--- src/rtl/cpu_pkg.sv ---
// Shared types and encodings for the accumulator CPU control sequencer.
// CPU_SINGLE_STEP_EN adds the PAUSE state used for single-instruction stepping.
package cpu_pkg;

    localparam int ALU_W = 4;

    typedef enum logic [3:0] {
        S_IDLE,
        S_F0,
        S_F1,
        S_F2,
        S_DEC,
        S_R1,
        S_R2,
        S_EX,
        S_ST,
        S_HALT
`ifdef CPU_SINGLE_STEP_EN
        , S_PAUSE
`endif
    } state_e;

    localparam logic [3:0] OP_NOP   = 4'h0;
    localparam logic [3:0] OP_LOAD  = 4'h1;
    localparam logic [3:0] OP_STORE = 4'h2;
    localparam logic [3:0] OP_ADD   = 4'h3;
    localparam logic [3:0] OP_SUB   = 4'h4;
    localparam logic [3:0] OP_AND   = 4'h5;
    localparam logic [3:0] OP_OR    = 4'h6;
    localparam logic [3:0] OP_XOR   = 4'h7;
    localparam logic [3:0] OP_SHL   = 4'h8;
    localparam logic [3:0] OP_SHR   = 4'h9;
    localparam logic [3:0] OP_JMP   = 4'hA;
    localparam logic [3:0] OP_JZ    = 4'hB;
    localparam logic [3:0] OP_JNZ   = 4'hC;
    localparam logic [3:0] OP_GT    = 4'hD;
    localparam logic [3:0] OP_EQ    = 4'hE;
    localparam logic [3:0] OP_HALT  = 4'hF;

    localparam logic [ALU_W-1:0] ALU_ADD = 4'b0000;
    localparam logic [ALU_W-1:0] ALU_SUB = 4'b0001;
    localparam logic [ALU_W-1:0] ALU_AND = 4'b1000;
    localparam logic [ALU_W-1:0] ALU_OR  = 4'b1001;
    localparam logic [ALU_W-1:0] ALU_XOR = 4'b1010;
    localparam logic [ALU_W-1:0] ALU_SHL = 4'b0100;
    localparam logic [ALU_W-1:0] ALU_SHR = 4'b0101;
    localparam logic [ALU_W-1:0] ALU_GT  = 4'b1110;
    localparam logic [ALU_W-1:0] ALU_EQ  = 4'b1111;

    localparam logic PC_SEL_INC  = 1'b0;
    localparam logic PC_SEL_IR   = 1'b1;
    localparam logic MAR_SEL_PC  = 1'b0;
    localparam logic MAR_SEL_IR  = 1'b1;
    localparam logic MBR_SEL_MEM = 1'b0;
    localparam logic MBR_SEL_ACC = 1'b1;
    localparam logic ACC_SEL_MBR = 1'b0;
    localparam logic ACC_SEL_ALU = 1'b1;

endpackage

--- src/rtl/cpu_control_sequencer_if.sv ---
// Control bus between the sequencer (master) and the CPU datapath (slave).
// CPU_SINGLE_STEP_EN adds the step input.
interface cpu_control_sequencer_if #(
    parameter int OPC_W = 4,
    parameter int CNT_W = 16
);
    import cpu_pkg::*;

    logic             start;
    logic [OPC_W-1:0] ir_opcode;
    logic             acc_zero;
`ifdef CPU_SINGLE_STEP_EN
    logic             step;
`endif
    logic             pc_we;
    logic             pc_sel;
    logic             mar_we;
    logic             mar_sel;
    logic             mbr_we;
    logic             mbr_sel;
    logic             ir_we;
    logic             acc_we;
    logic             acc_sel;
    logic             mem_we;
    logic [ALU_W-1:0] alu_op;
    logic             busy;
    logic             halted;
    logic [CNT_W-1:0] instr_count;

    modport master (
        input  start, ir_opcode, acc_zero,
`ifdef CPU_SINGLE_STEP_EN
        input  step,
`endif
        output pc_we, pc_sel, mar_we, mar_sel, mbr_we, mbr_sel, ir_we,
               acc_we, acc_sel, mem_we, alu_op, busy, halted, instr_count
    );

    modport slave (
        output start, ir_opcode, acc_zero,
`ifdef CPU_SINGLE_STEP_EN
        output step,
`endif
        input  pc_we, pc_sel, mar_we, mar_sel, mbr_we, mbr_sel, ir_we,
               acc_we, acc_sel, mem_we, alu_op, busy, halted, instr_count
    );

endinterface

--- src/rtl/cpu_alu_op_decode.sv ---
// Maps an instruction opcode to the ALU operation code; non-ALU opcodes give ADD (0000).
module cpu_alu_op_decode
    import cpu_pkg::*;
#(
    parameter int OPC_W = 4
) (
    input  logic [OPC_W-1:0] i_opcode,
    output logic [ALU_W-1:0] o_alu_op
);

    always_comb begin
        o_alu_op = ALU_ADD;
        case (i_opcode)
            OP_ADD:  o_alu_op = ALU_ADD;
            OP_SUB:  o_alu_op = ALU_SUB;
            OP_AND:  o_alu_op = ALU_AND;
            OP_OR:   o_alu_op = ALU_OR;
            OP_XOR:  o_alu_op = ALU_XOR;
            OP_SHL:  o_alu_op = ALU_SHL;
            OP_SHR:  o_alu_op = ALU_SHR;
            OP_GT:   o_alu_op = ALU_GT;
            OP_EQ:   o_alu_op = ALU_EQ;
            default: o_alu_op = ALU_ADD;
        endcase
    end

endmodule

--- src/rtl/cpu_control_sequencer.sv ---
// Fetch/decode/execute FSM and retired-instruction counter for the 16-bit accumulator CPU.
// CPU_SINGLE_STEP_EN: each instruction ends in PAUSE until a step pulse.
module cpu_control_sequencer
    import cpu_pkg::*;
#(
    parameter int OPC_W = 4,
    parameter int CNT_W = 16
) (
    input  logic                    i_clk,
    input  logic                    i_reset_n,
    cpu_control_sequencer_if.master ctrl
);

`ifdef CPU_SINGLE_STEP_EN
    localparam state_e S_NEXT = S_PAUSE;
`else
    localparam state_e S_NEXT = S_F0;
`endif

    state_e           r_state;
    state_e           w_next;
    logic [CNT_W-1:0] r_instr_count;
    logic [ALU_W-1:0] w_alu_op;

    cpu_alu_op_decode #(.OPC_W(OPC_W)) u_alu_op_decode (
        .i_opcode (ctrl.ir_opcode),
        .o_alu_op (w_alu_op)
    );

    always_ff @(posedge i_clk or negedge i_reset_n) begin
        if (!i_reset_n) begin
            r_state       <= S_IDLE;
            r_instr_count <= '0;
        end else begin
            r_state <= w_next;
            if (r_state == S_DEC) r_instr_count <= r_instr_count + 1'b1;
        end
    end

    assign ctrl.instr_count = r_instr_count;
    assign ctrl.busy        = r_state inside {S_F0, S_F1, S_F2, S_DEC, S_R1, S_R2, S_EX, S_ST};
    assign ctrl.halted      = (r_state == S_HALT);

    always_comb begin
        w_next       = r_state;
        ctrl.pc_we   = 1'b0;
        ctrl.pc_sel  = PC_SEL_INC;
        ctrl.mar_we  = 1'b0;
        ctrl.mar_sel = MAR_SEL_PC;
        ctrl.mbr_we  = 1'b0;
        ctrl.mbr_sel = MBR_SEL_MEM;
        ctrl.ir_we   = 1'b0;
        ctrl.acc_we  = 1'b0;
        ctrl.acc_sel = ACC_SEL_MBR;
        ctrl.mem_we  = 1'b0;
        ctrl.alu_op  = ALU_ADD;
        case (r_state)
            S_IDLE: if (ctrl.start) w_next = S_F0;
            S_F0: begin
                ctrl.mar_we = 1'b1;
                w_next      = S_F1;
            end
            S_F1: begin
                ctrl.pc_we = 1'b1;
                w_next     = S_F2;
            end
            S_F2: begin
                ctrl.ir_we = 1'b1;
                w_next     = S_DEC;
            end
            S_DEC: begin
                case (ctrl.ir_opcode)
                    OP_NOP: w_next = S_NEXT;
                    OP_JMP: begin
                        ctrl.pc_we  = 1'b1;
                        ctrl.pc_sel = PC_SEL_IR;
                        w_next      = S_NEXT;
                    end
                    // Untaken branches leave PC alone; it already points past this word.
                    OP_JZ: begin
                        ctrl.pc_we  = ctrl.acc_zero;
                        ctrl.pc_sel = ctrl.acc_zero;
                        w_next      = S_NEXT;
                    end
                    OP_JNZ: begin
                        ctrl.pc_we  = !ctrl.acc_zero;
                        ctrl.pc_sel = !ctrl.acc_zero;
                        w_next      = S_NEXT;
                    end
                    OP_STORE: begin
                        ctrl.mar_we  = 1'b1;
                        ctrl.mar_sel = MAR_SEL_IR;
                        ctrl.mbr_we  = 1'b1;
                        ctrl.mbr_sel = MBR_SEL_ACC;
                        w_next       = S_ST;
                    end
                    OP_HALT: w_next = S_HALT;
                    default: begin
                        ctrl.mar_we  = 1'b1;
                        ctrl.mar_sel = MAR_SEL_IR;
                        w_next       = S_R1;
                    end
                endcase
            end
            S_R1: w_next = S_R2;
            S_R2: begin
                ctrl.mbr_we = 1'b1;
                w_next      = S_EX;
            end
            S_EX: begin
                ctrl.acc_we  = 1'b1;
                ctrl.acc_sel = (ctrl.ir_opcode == OP_LOAD) ? ACC_SEL_MBR : ACC_SEL_ALU;
                ctrl.alu_op  = w_alu_op;
                w_next       = S_NEXT;
            end
            S_ST: begin
                ctrl.mem_we = 1'b1;
                w_next      = S_NEXT;
            end
            S_HALT: if (ctrl.start) w_next = S_F0;
`ifdef CPU_SINGLE_STEP_EN
            S_PAUSE: if (ctrl.step) w_next = S_F0;
`endif
            default: w_next = S_IDLE;
        endcase
    end

endmodule
--- src/flat_wrapper.sv ---
// flat-port wrapper written by rule: the top's interface ports become plain ports
module cpu_control_sequencer_flat import cpu_pkg::*;
#(
    parameter int OPC_W = 4,
    parameter int CNT_W = 16
)
  (i_clk, i_reset_n, ctrl_start, ctrl_ir_opcode, ctrl_acc_zero, ctrl_pc_we, ctrl_pc_sel, ctrl_mar_we, ctrl_mar_sel, ctrl_mbr_we, ctrl_mbr_sel, ctrl_ir_we, ctrl_acc_we, ctrl_acc_sel, ctrl_mem_we, ctrl_alu_op, ctrl_busy, ctrl_halted, ctrl_instr_count);
  cpu_control_sequencer_if #(.OPC_W(OPC_W), .CNT_W(CNT_W)) ctrl_i ();
  input  logic i_clk;
  input  logic i_reset_n;
  input wire logic [$bits(ctrl_i.start)-1:0] ctrl_start;
  input wire logic [$bits(ctrl_i.ir_opcode)-1:0] ctrl_ir_opcode;
  input wire logic [$bits(ctrl_i.acc_zero)-1:0] ctrl_acc_zero;
  output wire logic [$bits(ctrl_i.pc_we)-1:0] ctrl_pc_we;
  output wire logic [$bits(ctrl_i.pc_sel)-1:0] ctrl_pc_sel;
  output wire logic [$bits(ctrl_i.mar_we)-1:0] ctrl_mar_we;
  output wire logic [$bits(ctrl_i.mar_sel)-1:0] ctrl_mar_sel;
  output wire logic [$bits(ctrl_i.mbr_we)-1:0] ctrl_mbr_we;
  output wire logic [$bits(ctrl_i.mbr_sel)-1:0] ctrl_mbr_sel;
  output wire logic [$bits(ctrl_i.ir_we)-1:0] ctrl_ir_we;
  output wire logic [$bits(ctrl_i.acc_we)-1:0] ctrl_acc_we;
  output wire logic [$bits(ctrl_i.acc_sel)-1:0] ctrl_acc_sel;
  output wire logic [$bits(ctrl_i.mem_we)-1:0] ctrl_mem_we;
  output wire logic [$bits(ctrl_i.alu_op)-1:0] ctrl_alu_op;
  output wire logic [$bits(ctrl_i.busy)-1:0] ctrl_busy;
  output wire logic [$bits(ctrl_i.halted)-1:0] ctrl_halted;
  output wire logic [$bits(ctrl_i.instr_count)-1:0] ctrl_instr_count;
  assign ctrl_i.start = ctrl_start;
  assign ctrl_i.ir_opcode = ctrl_ir_opcode;
  assign ctrl_i.acc_zero = ctrl_acc_zero;
  assign ctrl_pc_we = ctrl_i.pc_we;
  assign ctrl_pc_sel = ctrl_i.pc_sel;
  assign ctrl_mar_we = ctrl_i.mar_we;
  assign ctrl_mar_sel = ctrl_i.mar_sel;
  assign ctrl_mbr_we = ctrl_i.mbr_we;
  assign ctrl_mbr_sel = ctrl_i.mbr_sel;
  assign ctrl_ir_we = ctrl_i.ir_we;
  assign ctrl_acc_we = ctrl_i.acc_we;
  assign ctrl_acc_sel = ctrl_i.acc_sel;
  assign ctrl_mem_we = ctrl_i.mem_we;
  assign ctrl_alu_op = ctrl_i.alu_op;
  assign ctrl_busy = ctrl_i.busy;
  assign ctrl_halted = ctrl_i.halted;
  assign ctrl_instr_count = ctrl_i.instr_count;
  cpu_control_sequencer #(.OPC_W(OPC_W), .CNT_W(CNT_W)) u_core (.i_clk(i_clk), .i_reset_n(i_reset_n), .ctrl(ctrl_i));
endmodule
--- config.mk ---
export PLATFORM = sky130hd
export DESIGN_NAME = cpu_control_sequencer_flat
export DESIGN_NICKNAME = d
export VERILOG_FILES = /design/src/rtl/cpu_pkg.sv /design/src/rtl/cpu_control_sequencer_if.sv /design/src/rtl/cpu_alu_op_decode.sv /design/src/rtl/cpu_control_sequencer.sv /design/src/flat_wrapper.sv
export SDC_FILE = /design/constraint.sdc
export NUM_CORES = 1
export LEC_CHECK = 0
export CORE_ASPECT_RATIO = 1.4
export CORE_MARGIN = 2
export CORE_UTILIZATION = 40
export CTS_CLUSTER_DIAMETER = 50
export DETAILED_ROUTE_END_ITERATION = 12
export DONT_BUFFER_PORTS = 1
export PLACE_DENSITY = 0.54
export SYNTH_ARGS = -nofsm -noshare
export SYNTH_HDL_FRONTEND = slang
export SYNTH_SLANG_ARGS = --single-unit
--- constraint.sdc ---
create_clock -name i_clk -period 2.1 [get_ports i_clk]
set_input_delay 0.63 -clock i_clk [delete_from_list [all_inputs] [get_ports i_clk]]
set_output_delay 0.63 -clock i_clk [all_outputs]
set_load 0.01 [all_outputs]
==> flow_summary.ini <==
[floorplan]
die_y_extent_microns = 71.4
die_w_microns = 52.2
start_util_pct = 41.6
placement_rows = 24
die_area_sq_um = 3720
io-pin-count = 40
placeableCoreArea_sq_um = 3120

[timing]
worst_slew_margin_rel_pct = 75.9
final-hold-violation-count = 0
fmax_mhz = 457
grt_setup_unrepaired = true
setup_viol = 4
hold_slack_ns = 0.0575
final.setup.worst_slack_ns = -0.0875
fin_crit_sh_pct = 104
timing_max_transition_violations_final = 0
tightestPinTransition_ns = 0.359
fin_worst_skew_ns = 0.00674
timing.final.crit_period_ns = 2.19

[routing]
routed-via-count = 1083
antenna_left = 0
dr.pass1.iters = 4
postRouteWirelength_microns = 2880
drtIter0Drc = 21
avgRoutedWirePerCell_microns = 14.5
post-route-drc-count = 0
number_of_vias_per_cell = 5.44

[power_and_ir_drop]
peakVddDrop_mv = 0.585
power.switching_mw = 0.632
total_power_density_per_cell_area_nw_per_um2 = 1020
power.leakage_nw = 0.717
share_comb_of_total_power_pct = 43.8
p_clk_share_pct = 22.5
power_report.internal_total_mw = 1.06
power.share.sequential_pct = 33.7
switching_share_pct = 37.5

[synth]
postSynth.asyncResetShare_pct = 100
synth_top_area_share_pct = 38.5
synthCells = 144
fraction_of_the_yosys_area_taken_by_sequential_cells_pct = 38.5
avgSynthCellArea_sq_um = 9.02
synth-seq-cells = 20
mappedNetlistNets = 158
yosys-top-cells-area = dfrtp_1, xnor2_1, ha_1, nand2_1, nor2_1
ys.flop_type = dfrtp_1
cell_area_after_technology_mapping_sq_um = 1300
ys.warnings.count = 0
netlist-cell-type-count = 37
synth-edff-count = 0
post-synth-top-area-cell = dfrtp_1

[layout]
most-common-layout-cells = dfrtp_1, buf_4, xnor2_1, nand2_1, nor2_1
drive_gt1_share_pct = 33.1
layout.cells.most_common = dfrtp_1
final_nets = 175
syn_to_final_growth_pct = 27.7
layout.core_utilization_pct = 53.1
inserted_diodes = 0
fillers = 285

[global_routing]
groute.layer.met2.usage_pct = 29.8
globalRouteMet1Util_pct = 17.7
grt_pass1_vias = 1079
track_usage_pct = 15.9
initial_antenna_violation_count = 0
gr-usage-met3_pct = 2.29
grt_start_max_net_pins = 21
grt_first_pass_wirelength_microns = 4660
grt.overflow.total = 0
grt-busiest-layer = met2

[worst_setup_path]
critPathKind = flop to primary output
worst_ep_arrival_time_ns = 1.56
cp-end-kind = primary output
slack_of_the_worst_reg_to_reg_path_ns = 0.18
worst_setup_start_kind = flop
critical_path_peak_fanout = 5
worst_ep_required_time_ns = 1.47

[cts]
cts_hold_buffers = 0
cts_tree = built
numCtsBuffers = 3
clkSinkCount = 20
worst_skew_pair.late_latency_ns = 0.26
clk_pin_slew_ns = 0.08
cts-htree-levels = 1
clock_tree.buffer_depth = 2
clk_root_buffer_cell = clkbuf_8

[run]
cap_violations = 0

[status]
outcome = finished with violations
violations_in_the_final_reports = negative setup slack

[place]
gp_congestion = 0.724
port_buffers = 0
detailed_place_hpwl_microns = 2080

[hold_path]
hold_path.class = input port to async pin
-- per-layer routing --
layer	vias up	part of all wire [%]
met5	-	0
met4	0	0.73
met3	2	4.8
met2	26	54
met1	526	40
li1	529	-
-- path summary, 6_finish.rpt --
| check | depth (start not counted) | start | endpoint |
|---|---|---|---|
| min in group i_clk | 1 | u_core.ctrl.instr_count[15] | u_core.ctrl.instr_count[15] |
| max | 3 | u_core.r_state[0] | ctrl_pc_we |
| max reg2reg | 7 | u_core.r_state[1] | u_core.ctrl.instr_count[6] |
| min | 0 | i_reset_n | u_core.ctrl.instr_count[7] |
| max in group asynchronous | 0 | i_reset_n | u_core.ctrl.instr_count[6] |
| min reg2reg | 1 | u_core.ctrl.instr_count[15] | u_core.ctrl.instr_count[15] |
-- through the flow --
step	total power, mW	TNS, ns	instance area (sq um)	worst slack, ns	std cells
2_1_floorplan	1.06	-0.0287	1320	-0.0287	144
5_1_grt	1.80	-0.593	1660	-0.145	199
4_1_cts	1.67	-0.372	1590	-0.119	196
3_5_place_dp	1.22	-0.244	1420	-0.126	187
3_3_place_gp	1.20	-0.200	1420	-0.0913	187
6_report	1.69	-0.222	1660	-0.0875	199
-- timing repair --
action,4_1_cts,5_1_grt
setup buffers,5,3
setup endpoints to repair,10,13
pin swaps,8,6
resized for setup,17,11
-- critical path, cell delays in order (launching register included) --
cell	delay (ns)
dfrtp_1	0.42
or4b_4	0.60
o21ai_1	0.15
buf_4	0.13
-- sequential cells by signal, indices dropped and copies added, names as in the netlist --
register	cells
u_core.r_state	4
u_core.ctrl.instr_count	16
-- power groups by stage --
| stage | Combinational (mW) | Clock, mW | Sequential, mW |
|---|---|---|---|
| floorplan | 0.512 | 0 | 0.550 |
| global placement | 0.621 | 0 | 0.574 |
| detailed placement | 0.637 | 0 | 0.581 |
| CTS | 0.703 | 0.390 | 0.572 |
| global route | 0.808 | 0.407 | 0.583 |
| finish | 0.739 | 0.381 | 0.569 |
-- kinds of logic (layout without fill, tap and decap cells) --
kind of cell,count (synthesis),in the layout,synth area share (%)
compound gates,22,22,10.7
simple gates,63,63,27.1
xor+xnor,17,17,11.5
flops,20,20,38.5
fa+ha+maj,6,6,5.78
mux,1,1,0.867
buf+inv,15,31,5.59
-- area by class of cell --
cell class | count | area [sq um] | share of cell area (%)
Tap cell | 39 | 48.8 | 2.94
Timing Repair Buffer | 21 | 169 | 10.2
Sequential cell | 20 | 500 | 30.2
Multi-Input combinational cell | 109 | 843 | 50.8
Clock inverter | 1 | 30.0 | 1.81
Inverter | 6 | 26.3 | 1.58
Clock buffer | 3 | 41.3 | 2.49
-- cell usage after synthesis, types with 3 or more instances --
| master | count |
|---|---|
| a21oi_1 | 5 |
| nand2_1 | 16 |
| ha_1 | 6 |
| clkbuf_1 | 5 |
| o21ai_0 | 6 |
| nand4_1 | 4 |
| nor4b_1 | 3 |
| nand3_1 | 6 |
| nor2_1 | 13 |
| dfrtp_1 | 20 |
| xnor2_1 | 16 |
| and3_1 | 5 |
| nor3_1 | 4 |
| inv_1 | 6 |
Note: power is estimated with default switching activity, not from simulation.
